===== config.mk =====
export PLATFORM = sky130hd
export DESIGN_NAME = lock_key_loader_flat
export DESIGN_NICKNAME = d
export VERILOG_FILES = /design/src/rtl/lock_key_loader_pkg.sv /design/src/rtl/lock_key_loader_if.sv /design/src/rtl/lock_key_loader_shreg.sv /design/src/rtl/lock_key_loader.sv /design/src/flat_wrapper.sv
export SDC_FILE = /design/constraint.sdc
export NUM_CORES = 1
export LEC_CHECK = 0
export CORE_MARGIN = 2
export CORE_UTILIZATION = 47
export CTS_CLUSTER_SIZE = 12
export DETAILED_ROUTE_END_ITERATION = 12
export PLACE_DENSITY = 0.73
export SLEW_MARGIN = 10
export SYNTH_ARGS = -nofsm -noshare
export SYNTH_HDL_FRONTEND = slang
export SYNTH_SLANG_ARGS = --single-unit

===== constraint.sdc =====
create_clock -name clk -period 1.6 [get_ports clk]
set_clock_uncertainty 0.1 [all_clocks]
set_input_delay 0.32 -clock clk [delete_from_list [all_inputs] [get_ports clk]]
set_output_delay 0.32 -clock clk [all_outputs]
set_load 0.02 [all_outputs]

===== src/rtl/lock_key_loader_pkg.sv =====
`default_nettype none
// ============================================================================
// Module   : lock_pkg
// Purpose  : Shared types and constants for the key loader slice.
//            Holds the loader state encoding and the frame parity polarity.
// Revision : 1.0 - initial release
// ============================================================================
package lock_pkg;

  // Loader state machine encoding
  typedef enum logic [2:0] {
    LK_IDLE    = 3'd0,
    LK_SHIFT   = 3'd1,
    LK_VALID   = 3'd2,
    LK_ERR     = 3'd3,
    LK_LOCKOUT = 3'd4
  } lk_state_t;

  // A frame (key bits plus parity bit) is good when its XOR equals this value,
  // i.e. the total number of ones is even.
  localparam logic PARITY_EVEN = 1'b0;

  // Width of the consecutive-failure counter (MAX_FAIL is at most 15)
  localparam int unsigned FAIL_W = 4;

endpackage : lock_pkg
`default_nettype wire


===== src/rtl/lock_key_loader_if.sv =====
`default_nettype none
// ============================================================================
// Module   : lock_key_loader_if
// Purpose  : Bundles the key-store bit stream and the key/status outputs of
//            the key loader.
// Ports    : start, ser_in, ser_valid   (master -> loader)
//            ser_ready, key_out, key_valid, busy, err, lockout
//                                         (loader -> master)
// Revision : 1.0 - initial release
// ============================================================================
interface lock_key_loader_if #(
  parameter int unsigned KEY_W = 2
);
  logic             start;
  logic             ser_in;
  logic             ser_valid;
  logic             ser_ready;
  logic [KEY_W-1:0] key_out;
  logic             key_valid;
  logic             busy;
  logic             err;
  logic             lockout;

  // Loader side
  modport slave (
    input  start, ser_in, ser_valid,
    output ser_ready, key_out, key_valid, busy, err, lockout
  );

  // Key store / controller side
  modport master (
    output start, ser_in, ser_valid,
    input  ser_ready, key_out, key_valid, busy, err, lockout
  );
endinterface : lock_key_loader_if
`default_nettype wire


===== src/rtl/lock_key_loader_shreg.sv =====
`default_nettype none
// ============================================================================
// Module   : lock_key_shreg
// Purpose  : Shadow register for an incoming key frame. Bit index i of the
//            frame lands in shadow[i]; the counter tracks the index of the
//            next expected bit and parks at KEY_W (the parity position).
// Ports    : clk, rst        clock, synchronous active-high reset
//            clr_i           restart a frame (counter and shadow to 0)
//            shift_i         a bit transfers this cycle
//            bit_i           transferred bit
//            shadow_o        KEY_W-bit parallel shadow contents
//            cnt_o           index of the next expected frame bit
// Revision : 1.0 - initial release
// ============================================================================
module lock_key_shreg #(
  parameter int unsigned KEY_W = 2,
  parameter int unsigned CNT_W = $clog2(KEY_W + 1)
) (
  input  logic             clk,
  input  logic             rst,
  input  logic             clr_i,
  input  logic             shift_i,
  input  logic             bit_i,
  output logic [KEY_W-1:0] shadow_o,
  output logic [CNT_W-1:0] cnt_o
);

  logic [KEY_W-1:0] shadow_q;
  logic [CNT_W-1:0] cnt_q;

  always_ff @(posedge clk) begin
    if (rst || clr_i) begin
      cnt_q <= '0;
    end else if (shift_i && (cnt_q != CNT_W'(KEY_W))) begin
      cnt_q <= cnt_q + 1'b1;
    end
  end

  // Bits are addressed by index rather than shifted, so the parity transfer
  // (index KEY_W) leaves the captured key untouched.
  always_ff @(posedge clk) begin
    if (rst || clr_i) begin
      shadow_q <= '0;
    end else begin
      for (int i = 0; i < int'(KEY_W); i++) begin
        if (shift_i && (cnt_q == CNT_W'(i))) begin
          shadow_q[i] <= bit_i;
        end
      end
    end
  end

  assign shadow_o = shadow_q;
  assign cnt_o    = cnt_q;

endmodule : lock_key_shreg
`default_nettype wire


===== src/rtl/lock_key_loader.sv =====
`default_nettype none
// ============================================================================
// Module   : lock_key_loader
// Purpose  : Loads a parity-protected key frame from the secure key store
//            over a valid/ready bit stream and drives it onto the locked
//            netlist's D inputs only once verified (zero decoy otherwise).
//            Consecutive failed loads lead to a permanent lockout.
// Ports    : clk       clock, rising edge
//            rst       synchronous active-high reset
//            bus       lock_key_loader_if.slave (start, ser_in, ser_valid,
//                      ser_ready, key_out, key_valid, busy, err, lockout)
// Options  : KEY_LOADER_TIMEOUT_EN - adds an inter-bit watchdog in SHIFT;
//            TIMEOUT idle cycles count as a failed load.
// Revision : 1.0 - initial release
// ============================================================================
module lock_key_loader
  import lock_pkg::*;
#(
  parameter int unsigned KEY_W    = 2,
  parameter int unsigned MAX_FAIL = 3,
  parameter int unsigned TIMEOUT  = 255
) (
  input  logic              clk,
  input  logic              rst,
  lock_key_loader_if.slave  bus
);

  localparam int unsigned CNT_W = $clog2(KEY_W + 1);

  // Elaboration-time range guard on the configuration
  if ((KEY_W < 1) || (KEY_W > 64) || (MAX_FAIL < 1) || (MAX_FAIL > 15) ||
      (TIMEOUT < 1)) begin : g_param_check
    $error("lock_key_loader: parameter out of legal range");
  end

  lk_state_t         state_q, state_d;
  logic [KEY_W-1:0]  key_q, key_d;
  logic [FAIL_W-1:0] fail_q, fail_d;

  logic [KEY_W-1:0]  w_shadow;
  logic [CNT_W-1:0]  w_cnt;
  logic              w_xfer;
  logic              w_parity_xfer;
  logic              w_par_ok;
  logic              w_enter_shift;
  logic              w_fail;
  logic              w_timeout;
  logic [FAIL_W-1:0] w_fail_inc;

  // ser_ready depends on state only, so a transfer is simply valid in SHIFT
  assign w_xfer        = (state_q == LK_SHIFT) && bus.ser_valid;
  assign w_parity_xfer = w_xfer && (w_cnt == CNT_W'(KEY_W));
  assign w_par_ok      = ((^w_shadow) ^ bus.ser_in) == PARITY_EVEN;
  assign w_fail_inc    = (fail_q >= FAIL_W'(MAX_FAIL)) ? fail_q : fail_q + 1'b1;

  lock_key_shreg #(
    .KEY_W (KEY_W),
    .CNT_W (CNT_W)
  ) u_shreg (
    .clk      (clk),
    .rst      (rst),
    .clr_i    (w_enter_shift),
    .shift_i  (w_xfer),
    .bit_i    (bus.ser_in),
    .shadow_o (w_shadow),
    .cnt_o    (w_cnt)
  );

`ifdef KEY_LOADER_TIMEOUT_EN
  localparam int unsigned WD_W = (TIMEOUT < 2) ? 1 : $clog2(TIMEOUT);

  logic [WD_W-1:0] wd_q;

  // Counts idle SHIFT cycles since the last transfer (or since entry).
  // Expiry is the TIMEOUT-th consecutive idle cycle.
  assign w_timeout = (state_q == LK_SHIFT) && !w_xfer &&
                     (wd_q == WD_W'(TIMEOUT - 1));

  always_ff @(posedge clk) begin
    if (rst || (state_q != LK_SHIFT) || w_xfer) begin
      wd_q <= '0;
    end else if (!w_timeout) begin
      wd_q <= wd_q + 1'b1;
    end
  end
`else
  assign w_timeout = 1'b0;
`endif

  always_ff @(posedge clk) begin
    if (rst) begin
      state_q <= LK_IDLE;
      key_q   <= '0;
      fail_q  <= '0;
    end else begin
      state_q <= state_d;
      key_q   <= key_d;
      fail_q  <= fail_d;
    end
  end

  always_comb begin
    state_d       = state_q;
    key_d         = key_q;
    fail_d        = fail_q;
    w_enter_shift = 1'b0;
    w_fail        = 1'b0;

    case (state_q)
      LK_IDLE, LK_VALID, LK_ERR: begin
        if (bus.start) begin
          state_d       = LK_SHIFT;
          w_enter_shift = 1'b1;
        end
      end
      LK_SHIFT: begin
        if (w_parity_xfer) begin
          if (w_par_ok) begin
            state_d = LK_VALID;
            key_d   = w_shadow;
            fail_d  = '0;
          end else begin
            w_fail = 1'b1;
          end
        end else if (w_timeout) begin
          w_fail = 1'b1;
        end
        if (w_fail) begin
          fail_d  = w_fail_inc;
          state_d = (w_fail_inc >= FAIL_W'(MAX_FAIL)) ? LK_LOCKOUT : LK_ERR;
        end
      end
      LK_LOCKOUT: begin
        state_d = LK_LOCKOUT;
      end
      default: begin
        state_d = LK_IDLE;
      end
    endcase
  end

  // The key register is gated by VALID so shadow or stale keys never leak.
  assign bus.ser_ready = (state_q == LK_SHIFT);
  assign bus.busy      = (state_q == LK_SHIFT);
  assign bus.key_valid = (state_q == LK_VALID);
  assign bus.key_out   = (state_q == LK_VALID) ? key_q : '0;
  assign bus.err       = (state_q == LK_ERR) || (state_q == LK_LOCKOUT);
  assign bus.lockout   = (state_q == LK_LOCKOUT);

endmodule : lock_key_loader
`default_nettype wire


===== src/flat_wrapper.sv =====
// flat-port wrapper written by rule: the top's interface ports become plain ports
module lock_key_loader_flat import lock_pkg::*;
#(
  parameter int unsigned KEY_W    = 2,
  parameter int unsigned MAX_FAIL = 3,
  parameter int unsigned TIMEOUT  = 255
)
  (clk, rst, bus_start, bus_ser_in, bus_ser_valid, bus_ser_ready, bus_key_out, bus_key_valid, bus_busy, bus_err, bus_lockout);
  lock_key_loader_if #(.KEY_W(KEY_W)) bus_i ();
  input  logic clk;
  input  logic rst;
  input wire logic [$bits(bus_i.start)-1:0] bus_start;
  input wire logic [$bits(bus_i.ser_in)-1:0] bus_ser_in;
  input wire logic [$bits(bus_i.ser_valid)-1:0] bus_ser_valid;
  output wire logic [$bits(bus_i.ser_ready)-1:0] bus_ser_ready;
  output wire logic [$bits(bus_i.key_out)-1:0] bus_key_out;
  output wire logic [$bits(bus_i.key_valid)-1:0] bus_key_valid;
  output wire logic [$bits(bus_i.busy)-1:0] bus_busy;
  output wire logic [$bits(bus_i.err)-1:0] bus_err;
  output wire logic [$bits(bus_i.lockout)-1:0] bus_lockout;
  assign bus_i.start = bus_start;
  assign bus_i.ser_in = bus_ser_in;
  assign bus_i.ser_valid = bus_ser_valid;
  assign bus_ser_ready = bus_i.ser_ready;
  assign bus_key_out = bus_i.key_out;
  assign bus_key_valid = bus_i.key_valid;
  assign bus_busy = bus_i.busy;
  assign bus_err = bus_i.err;
  assign bus_lockout = bus_i.lockout;
  lock_key_loader #(.KEY_W(KEY_W), .MAX_FAIL(MAX_FAIL), .TIMEOUT(TIMEOUT)) u_core (.clk(clk), .rst(rst), .bus(bus_i));
endmodule

==> results.md, run 1 <==
* WL final at 2.53 mm
* Worst-Margin Slew at 397 ps
* Final Cycle Share at 106%
* Largest net degree at the start of global routing at 8
* Synthesized instance count at 93
* Initial antenna violation count at 0
* Int Pwr at 0.496 mW
* Min-Delay Startpoint: u_core.key_q[0]
* Outcome: finished, violations left
* Routed len/inst at 15.9 microns
* Cts hold-fix bufs at 0
* Final WS setup at -90.7 ps
* Clock Latency Late Sink at 290 ps
* Vias per inst at 5.58
* Fin. Hold Viols at 0
* Asr flop ratio synth at 0%
* Remaining Overflow, GRT at 0
* Clk sinks at 13
* Ports at 12
* First-pass GRT wire length at 3.53 mm
* Std-Cell Rows at 15
* Total core area at 1710 sq um
* Clock slew at reported path FFs at 90 ps
* Post-route antenna net violation count at 0
* FF-to-FF setup slack at -30 ps
* Setup CP Type: register to output pin
* Area of the die at 2170 sq um
* Worst setup SP type: register
* R2R depth at 4
* Slowest stage delay, CP at 440 ps
* H-tree levels at 1
* Distinct cells, synth at 41
* Fmax achieved at 0.591 GHz
* Initial DRC count at 14
* Detailed-placement wirelength estimate at 1.53 mm
* MaxCap Viol Count at 0
* Total Routing Usage GR at 23.5%
* PD cells at 508 nW/um^2
* RSZ-0062 raised after global routing: true
* ANT cells at 0
* Fillers at 111
* Worst Hold Depth at 2
* Worst vdd ir at 0.418 mV
* Synth top area cells: dfxtp_1 30%, ha_1 5.9%, o311ai_1 3.1%, a21oi_1 2.9%, nand3_1 2.9%
* Syn Area/Cell at 9.18 sq um
* Share of Yosys cell area claimed by the top area cell type at 30.5%
* Seq cells post-synth at 13
* Slowest stage cell, crit path: or3b_4
* Critical-path cell list: or3b_4, clkinv_8, buf_8
* Nets at 144
* Post-Place Cells at 149
* Sequential share of the synthesized area at 30.5%
* Reg2reg end: u_core.fail_q[1]
* Post-synth top cells: 13 x dfxtp_1, 6 x inv_1, 5 x a21oi_1, 5 x nand3_1
* CTS tree: built
* Vias in the first global route at 813
* Root buffer cell: clkbuf_4
* Clock Power Share at 31.9%
* # DRC at 0
* Fin. max-slew vios at 0
* Relative slew slack at 73.4%
* Clock tree buffer depth at 2
* GP Congestion at 0.851
* Layout cells sized above 1 at 50.7%
* Primary FF master, synth: dfxtp_1
* CP endpoint kind: output pin
* Die H at 46.6 microns
* DR pass1 iterations at 4
* Via count at 888
* Num CTS Buffers at 3
* Failing checks: setup timing
* Placed inst area at 1150 sq um
* Worst path arrival time at 1270 ps
* Area Growth Syn to Fin at 60.4%
* Pleak at 0.582 nW
* Gate power share at 21.0%
* Cell taking the most area after synthesis: dfxtp_1
* Reg power frac at 47.1%
* Initial Util at 50.0%
* Hold Path End: u_core.key_q[0]
* Hold_ws at 391 ps
* Count leader, synth: dfxtp_1
* Switch share at 28.7%
* Critical Path Fanout Max at 4
* Finished Layout Cells at 159
* Die Width at 46.6 microns
* Finished Cell Area at 1370 sq um
* P_sw at 0.199 mW
* IO Port Bufs at 11
* Yosys Warn Count at 0
* Mapped cell area at 853 sq um
* Reg2reg start: u_core.fail_q[0]
* Hold crit path type: register to register
* Post-Syn Nets at 102
* WP data required at 1180 ps
* Post-synth EDFFs at 0
* Fin crit period at 1690 ps
* Setup Viol. Count Final at 11
==> kinds of logic (layout without fill, tap and decap cells) <==
group	Yosys count	count (layout)	synth area share (%)
fa+ha+maj	4	4	5.87
compound gates	24	24	18.9
simple gates	38	38	30.6
xor+xnor	3	3	6.45
buf+inv	11	52	7.63
flops	13	13	30.5
==> power by group through the flow <==
| stage | logic [mW] | clock network, mW | registers [mW] |
|---|---|---|---|
| floorplan | 0.0596 | 0 | 0.339 |
| global placement | 0.113 | 0 | 0.337 |
| detailed placement | 0.115 | 0 | 0.337 |
| CTS | 0.128 | 0.218 | 0.330 |
| global route | 0.154 | 0.235 | 0.328 |
| finish | 0.146 | 0.222 | 0.328 |
==> routing by layer <==
| metal | up-vias | track usage [%] | part of all wire [%] | wire (microns) |
|---|---|---|---|---|
| li1 | 430 | - | - | - |
| met1 | 431 | 29.9 | 43 | 1090 |
| met2 | 23 | 37.5 | 51 | 1300 |
| met3 | 4 | 5.10 | 4.4 | 112 |
| met4 | 0 | 11.1 | 0.99 | 25 |
| met5 | - | 0 | 0 | 0 |
==> worst max path at each step <==
| stage | startpoint | end | slack, ps |
|---|---|---|---|
| global placement | u_core.state_q[1] | bus_busy | -270 |
| detailed placement | u_core.state_q[1] | bus_ser_ready | -300 |
| global route | u_core.state_q[0] | bus_err | -120 |
| CTS | u_core.state_q[0] | bus_key_out[0] | -70 |
| floorplan | u_core.fail_q[0] | u_core.fail_q[1] | 2 |
| finish | u_core.state_q[1] | bus_ser_ready | -90 |
==> cell usage in the layout (no fill, tap or decap), types with 3 or more instances in the layout <==
master,count
a21oi_1,4
and2_4,3
buf_4,26
buf_6,9
clkbuf_4,3
clkdlybuf4s50_1,4
dfxtp_1,7
dfxtp_2,4
ha_1,3
inv_1,6
nand3_1,5
nand4_1,3
nor2_1,3
o21ai_0,4
o21ai_1,3
or3b_4,4
==> worst max-delay path, delay by kind of cell, from the launching register on <==
kind                   cells  cell delay (ps)
buffers and inverters      2              170
AND/OR/NAND/NOR            1              440
flip-flops                 1              370
==> area by class of cell <==
type	count	area [sq um]	area share [%]
Multi-Input combinational cell	69	633	46.3
Timing Repair Buffer	41	367	26.8
Sequential cell	13	273	19.9
Inverter	7	38.8	2.83
Tap cell	25	31.3	2.29
Clock buffer	4	26.3	1.92
==> through the flow <==
step / total power, mW / TNS, ps / setup WS, ps / util (%)
CTS: 0.677 / -346 / -67.3 / 74.7
finish: 0.696 / -491 / -90.7 / 80.1
global placement: 0.450 / -2890 / -273 / 67.5
floorplan: 0.398 / 0 / 2.41 / -
detailed placement: 0.452 / -3500 / -297 / 67.5
global route: 0.718 / -1060 / -119 / 80.1
==> state kept, by name (all words and copies together) (netlist names) <==
signal / cells
u_core.state_q: 3
u_core.u_shreg.cnt_o: 2
u_core.fail_q: 4
u_core.key_q: 2
u_core.u_shreg.shadow_o: 2
==> what timing repair did <==
item | 4_1_cts | 5_1_grt
cloned | 0 | 0
pin swaps | 4 | 8
setup buffers | 1 | 5
resized for setup | 60 | 16
endpoints found under the setup margin | 13 | 13
No activity file was read; power rests on OpenSTA's default activity.
==> run 2, diff against run 1 <==
--- a/config.mk
+++ b/config.mk
@@ -14,3 +14,4 @@
 export SYNTH_ARGS = -nofsm -noshare
 export SYNTH_HDL_FRONTEND = slang
 export SYNTH_SLANG_ARGS = --single-unit
+export TNS_END_PERCENT = 50
==> results.md, run 2 (synthesized netlist as in run 1, its figures left out) <==
* Clk sinks at 13
* Finished Layout Cells at 157
* Std-Cell Rows at 15
* Fin crit period at 1680 ps
* Fmax achieved at 0.594 GHz
* Worst-Margin Slew at 396 ps
* Fin. max-slew vios at 0
* Largest delay share family, worst path: simple AND/OR/NAND/NOR gates
* Die Width at 46.6 microns
* First-pass GRT wire length at 3.52 mm
* Failing checks: setup timing
* PD cells at 522 nW/um^2
* Worst setup SP type: register
* Vias in the first global route at 826
* Final Cycle Share at 105%
* Root buffer cell: clkbuf_4
* WL final at 2.44 mm
* Clock slew at reported path FFs at 90 ps
* Vias per inst at 5.71
* Post-Place Cells at 149
* Slowest stage cell, crit path: or3b_4
* Largest net degree at the start of global routing at 8
* Area of the die at 2170 sq um
* Remaining Overflow, GRT at 0
* Fillers at 115
* H-tree levels at 1
* Via count at 896
* WP data required at 1180 ps
* Slowest stage delay, CP at 440 ps
* Clock Latency Late Sink at 290 ps
* Ports at 12
* Finished Cell Area at 1330 sq um
* Commonest non-fill, non-tap cell in the layout: buf_4
* Critical-path cell list: or3b_4, clkinv_8, buf_8
* Fin. Hold Viols at 0
* Layout cells sized above 1 at 47.7%
* Total Routing Usage GR at 23.2%
* Total core area at 1710 sq um
* Initial Util at 50.0%
* Setup Viol. Count Final at 7
* FF/Latch Area at 272 sq um
* # DRC at 0
* Worst vdd ir at 0.414 mV
* CP endpoint kind: output pin
* Placed inst area at 1150 sq um
* Nets at 142
* Biggest regs: u_core.fail_q (4), u_core.state_q (3)
* DR pass1 iterations at 4
* Critical Path Fanout Max at 4
* Detailed-placement wirelength estimate at 1.53 mm
* Area Growth Syn to Fin at 55.3%
* IO Port Bufs at 11
* Clock tree buffer depth at 2
* Tot Pwr at 0.691 mW
* Top reg by flops: u_core.fail_q
* RSZ-0062 raised after global routing: true
* Outcome: finished, violations left
* Post-route antenna net violation count at 0
* Initial antenna violation count at 0
* Util after Layout at 77.6%
* Largest register FFs at 4
* Final WS setup at -84.4 ps
* Worst path arrival time at 1260 ps
* Pleak at 0.571 nW
* CTS tree: built
* MaxCap Viol Count at 0
* Hold_ws at 389 ps
* Buf+Inv Stages, Crit Path at 2
* Setup CP Type: register to output pin
* Most frequent cells in the layout: 24 x buf_4, 8 x buf_6, 8 x dfxtp_1
* Die H at 46.6 microns
* Hold crit path type: register to register
* Routed len/inst at 15.5 microns
* Num CTS Buffers at 3
* Multi-input gate area at 612 sq um
* Relative slew slack at 73.4%
* ANT cells at 0
* GP Congestion at 0.851
* Initial DRC count at 26
run 2: power by group:
| part | switching (mW) | internal, mW |
|---|---|---|
| clock | 0.126 | 0.0969 |
| combinational | 0.0674 | 0.0730 |
| sequential | 0.00319 | 0.324 |
run 2: worst paths after layout:
check                          end  cells past startpoint               from  slack [ps]
hold reg to reg    u_core.key_q[1]                      2    u_core.key_q[1]         390
hold / removal     u_core.key_q[1]                      2    u_core.key_q[1]         390
setup / recovery     bus_ser_ready                      3  u_core.state_q[1]         -80
setup reg to reg  u_core.fail_q[1]                      4   u_core.fail_q[1]         -50
run 2: repair_timing:
item,CTS,global route
cloned,0,0
pin swaps,3,5
resized for setup,55,14
endpoints found under the hold margin,0,0
setup endpoints to repair,13,15
buffers inserted,1,3
hold buffers,0,0
run 2: stage by stage:
| step | worst slack, ps | TNS (ps) |
|---|---|---|
| floorplan | 2.41 | 0 |
| global placement | -273 | -2890 |
| detailed placement | -297 | -3500 |
| CTS | -67.4 | -389 |
| global route | -113 | -892 |
| finish | -84.4 | -389 |
run 2: per-layer routing:
metal  global-route usage, %  wire length (microns)
met5                       0                      0
met4                    11.1                     38
met3                    5.10                    109
met2                    37.5                   1240
met1                    29.1                   1050
run 2: cell type report:
type,count,area share (%)
Clock buffer,4,1.98
Inverter,7,2.93
Multi-Input combinational cell,69,46.2
Sequential cell,13,20.5
Tap cell,25,2.36
Timing Repair Buffer,39,26.1
run 2: worst reg2reg max path: cells and delay by family, from the launching register on:
| kind | cells | cell delay (ps) |
|---|---|---|
| simple gates | 2 | 710 |
| flops | 1 | 350 |
| compound gates | 1 | 210 |
| fa+ha+maj | 1 | 180 |
==> variant, RTL diff (flow settings as in run 2) <==
The option `KEY_LOADER_TIMEOUT_EN` is turned on by a define.
--- a/src/rtl/lock_key_loader.sv
+++ b/src/rtl/lock_key_loader.sv
@@ -14,4 +14,6 @@
 // Revision : 1.0 - initial release
 // ============================================================================
+`define KEY_LOADER_TIMEOUT_EN
+
 module lock_key_loader
   import lock_pkg::*;
Check against the original RTL: no difference found for any inputs over 10 cycles, from zero or initial values and one cycle with rst high; that may be too few to reach the edited logic, so the function may still have changed.
==> variant against run 2 <==
The flow still finishes with violations (setup timing). Hold slack better by 0.018 ns. Via count rose by 37%. Power up 38%. Final area rose by 37%. Area after synthesis is 42% higher. Worst setup slack worse by 0.064 ns. Wire length increased by 33%. Non-clock buffer count increased by 13. Sequential cell count grew 8. Global-route usage increased by 0.85 points. Critical path type is now flip-flop to flip-flop. Largest power group unchanged. Highest routed layer unchanged.
==> variant: results (changes against run 2) <==
{| class="wikitable"
! Metric !! Value
|-
| Result of the run || complete, but fails checks
|-
| Violated checks || setup timing
|-
| Number of antenna violations at the first check in global routing || 0 (unchanged)
|-
| Post-CTS clock slew at the launch and capture registers of the worst setup and hold paths || 0.12 ns (+0.03 ns)
|-
| Maximum number of pins on one net before global-route repair || 12 (+4)
|-
| Final weighted congestion of routability-driven global placement || 0.895 (+5.1%)
|-
| Synth top area cells || sky130_fd_sc_hd__dfxtp_1, sky130_fd_sc_hd__ha_1, sky130_fd_sc_hd__nor2_1
|-
| Detailed-routing iteration count for the pre-antenna-repair pass || 4 (unchanged)
|-
| Transition time at the pin with the least slew margin || 0.361 ns (-0.0356 ns)
|-
| CTS H-tree lvls || 1 (unchanged)
|-
| Number of slew-limit violations in the final report || 0 (unchanged)
|-
| Worst Hold Class || flip-flop to flip-flop
|-
| Layout cells sized above 1 || 43.7% (-4.0 points)
|-
| Cts bufs inserted || 3 (unchanged)
|-
| First-pass GRT wire length || 5160 um (+47%)
|-
| Clock buffer depth || 2 (unchanged)
|-
| Sequential logic power || 0.532 mW (+62%)
|-
| Sum of net half-perimeters after detailed placement || 2340 um (+53%)
|-
| Largest vdd supply drop || 463 uV (+12%)
|-
| Total number of vias || 1227 (+37%)
|-
| Tot GR Track Use || 24.1% (+0.85 points)
|-
| Vias in the first global route || 1256 (+52%)
|-
| Total wirelength of the detailed-routed design || 3240 um (+33%)
|-
| CTS root buf || sky130_fd_sc_hd__clkbuf_4
|-
| Xor-xnor portion of the synthesized cell area || 6.21% (-0.24 points)
|-
| Internal Pwr Total || 0.708 mW (+43%)
|-
| Leakage power total || 0.733 nW (+28%)
|-
| Proportion of synthesized area in mux cells || 2.48% (+2.5 points)
|-
| Share of synthesized registers carrying an async set or reset || 0% (unchanged)
|-
| Dpl cell area || 1610 um^2 (+39%)
|-
| Synthesized-area fraction occupied by ao, oa, aoi and oai cells || 21.1% (+2.2 points)
|-
| Clock network latency to the later pin of the worst-skew pair || 0.30 ns
|-
| Filler cell count || 184 (+60%)
|-
| DR iter-0 viols || 11 (-58%)
|-
| Number of library cell types mapped by synthesis || 46 (+12%)
|-
| Post-synth top flop || sky130_fd_sc_hd__dfxtp_1
|-
| Number of failing setup endpoints in the final timing report || 20 (+13)
|-
| Total number of yosys warnings || 0 (unchanged)
|-
| Net Count, Synth || 149 (+46%)
|-
| Top flop regs || u_core.wd_q x8, u_core.fail_q x4, u_core.state_q x3
|-
| Number of diodes || 0 (unchanged)
|-
| Data arrival at the endpoint of the critical path || 1.88 ns (+0.62 ns)
|-
| Ranking of synthesized cells by instance count || sky130_fd_sc_hd__dfxtp_1, sky130_fd_sc_hd__nor2_1, sky130_fd_sc_hd__inv_1
|-
| Maximum fanout along the worst path || 3 (-1)
|-
| Register area share after synthesis || 34.8% (+4.3 points)
|-
| Proportion of power drawn by combinational gates || 16.9% (-3.4 points)
|-
| Switching share of power || 25.5% (-3.0 points)
|-
| Worst Setup Slack, final || -0.149 ns (-0.0642 ns)
|-
| Number of nets in the layout || 202 (+42%)
|-
| Adder-cell share of the synthesized area || 6.21% (+0.35 points)
|}
[variant: changes by cell type in the layout (fill, tap and decap cells not counted), sizes merged, moves of 3 or more]
cell / delta
mux2i: +3
dfxtp: +8
and2: +4
or3b: -3
buf: +13
o31ai: +5
inv: +3
nor2: +12
xnor2: +4
nor3: +4
[variant: metal layers]
layer  track usage [%]  part of all wire (%)  vias to the layer above  routed length (um)
met5                 0                     0                        -                   0
met4              13.8                   2.0                        0                  64
met3              2.73                   3.3                        7                 107
met2              43.5                    54                       33                1750
met1              26.9                    41                      584                1320
li1                  -                     -                      603                   -
[variant: cells by family after synthesis]
| kind of cell | Yosys count |
|---|---|
| buffers and inverters | 13 |
| multiplexers | 3 |
| flip-flops | 21 |
| AND/OR/NAND/NOR | 54 |
| adder cells (fa/ha/maj) | 6 |
| AO/OA/AOI/OAI | 34 |
| XOR/XNOR | 7 |
[variant: what timing repair did]
item / in CTS / in global routing
hold buffers: 0 / 0
hold endpoints to repair: 0 / 0
endpoints found under the setup margin: 24 / 28
pin swaps: 12 / 13
gates resized for setup: 54 / 21
setup buffers: 2 / 5
[variant: stage by stage]
step	hold slack [ns]	setup WS, ns	setup TNS (ns)	std cells	util [%]
after floorplan	0.347	-0.0245	-0.0563	138	-
after global placement	0.362	-0.379	-5.19	209	65.4
after detailed placement	0.372	-0.447	-6.36	209	65.4
after CTS	0.399	-0.136	-1.45	215	68.8
after global routing	0.418	-0.221	-3.11	220	74.1
final	0.407	-0.149	-1.54	220	74.1
[variant: worst max-delay path: stages (launching register included)]
cell and delay [ns]:
sky130_fd_sc_hd__dfxtp_2 0.35, sky130_fd_sc_hd__or3b_4 0.42, sky130_fd_sc_hd__buf_6 0.14, sky130_fd_sc_hd__or4_1 0.48, sky130_fd_sc_hd__a21boi_1 0.18
[variant: final timing paths]
check | startpoint | endpoint | slack [ns] | cells past startpoint
worst max-delay path | u_core.state_q[0]$_SDFFE_PP0P_ | u_core.fail_q[0]$_SDFFE_PP0P_ | -0.15 | 4
worst min-delay path | u_core.fail_q[2]$_SDFFE_PP0P_ | u_core.fail_q[2]$_SDFFE_PP0P_ | 0.41 | 1
worst max register to register | u_core.state_q[0]$_SDFFE_PP0P_ | u_core.fail_q[0]$_SDFFE_PP0P_ | -0.15 | 4
worst min register to register | u_core.fail_q[2]$_SDFFE_PP0P_ | u_core.fail_q[2]$_SDFFE_PP0P_ | 0.41 | 1
[variant: area by class of cell]
type	instances	area, um^2	share of cell area [%]
Inverter	9	36.3	2.00
Sequential cell	21	427	23.5
Multi-Input combinational cell	104	865	47.6
Tap cell	30	37.5	2.06
Timing Repair Buffer	52	427	23.5
Clock buffer	4	26.3	1.45
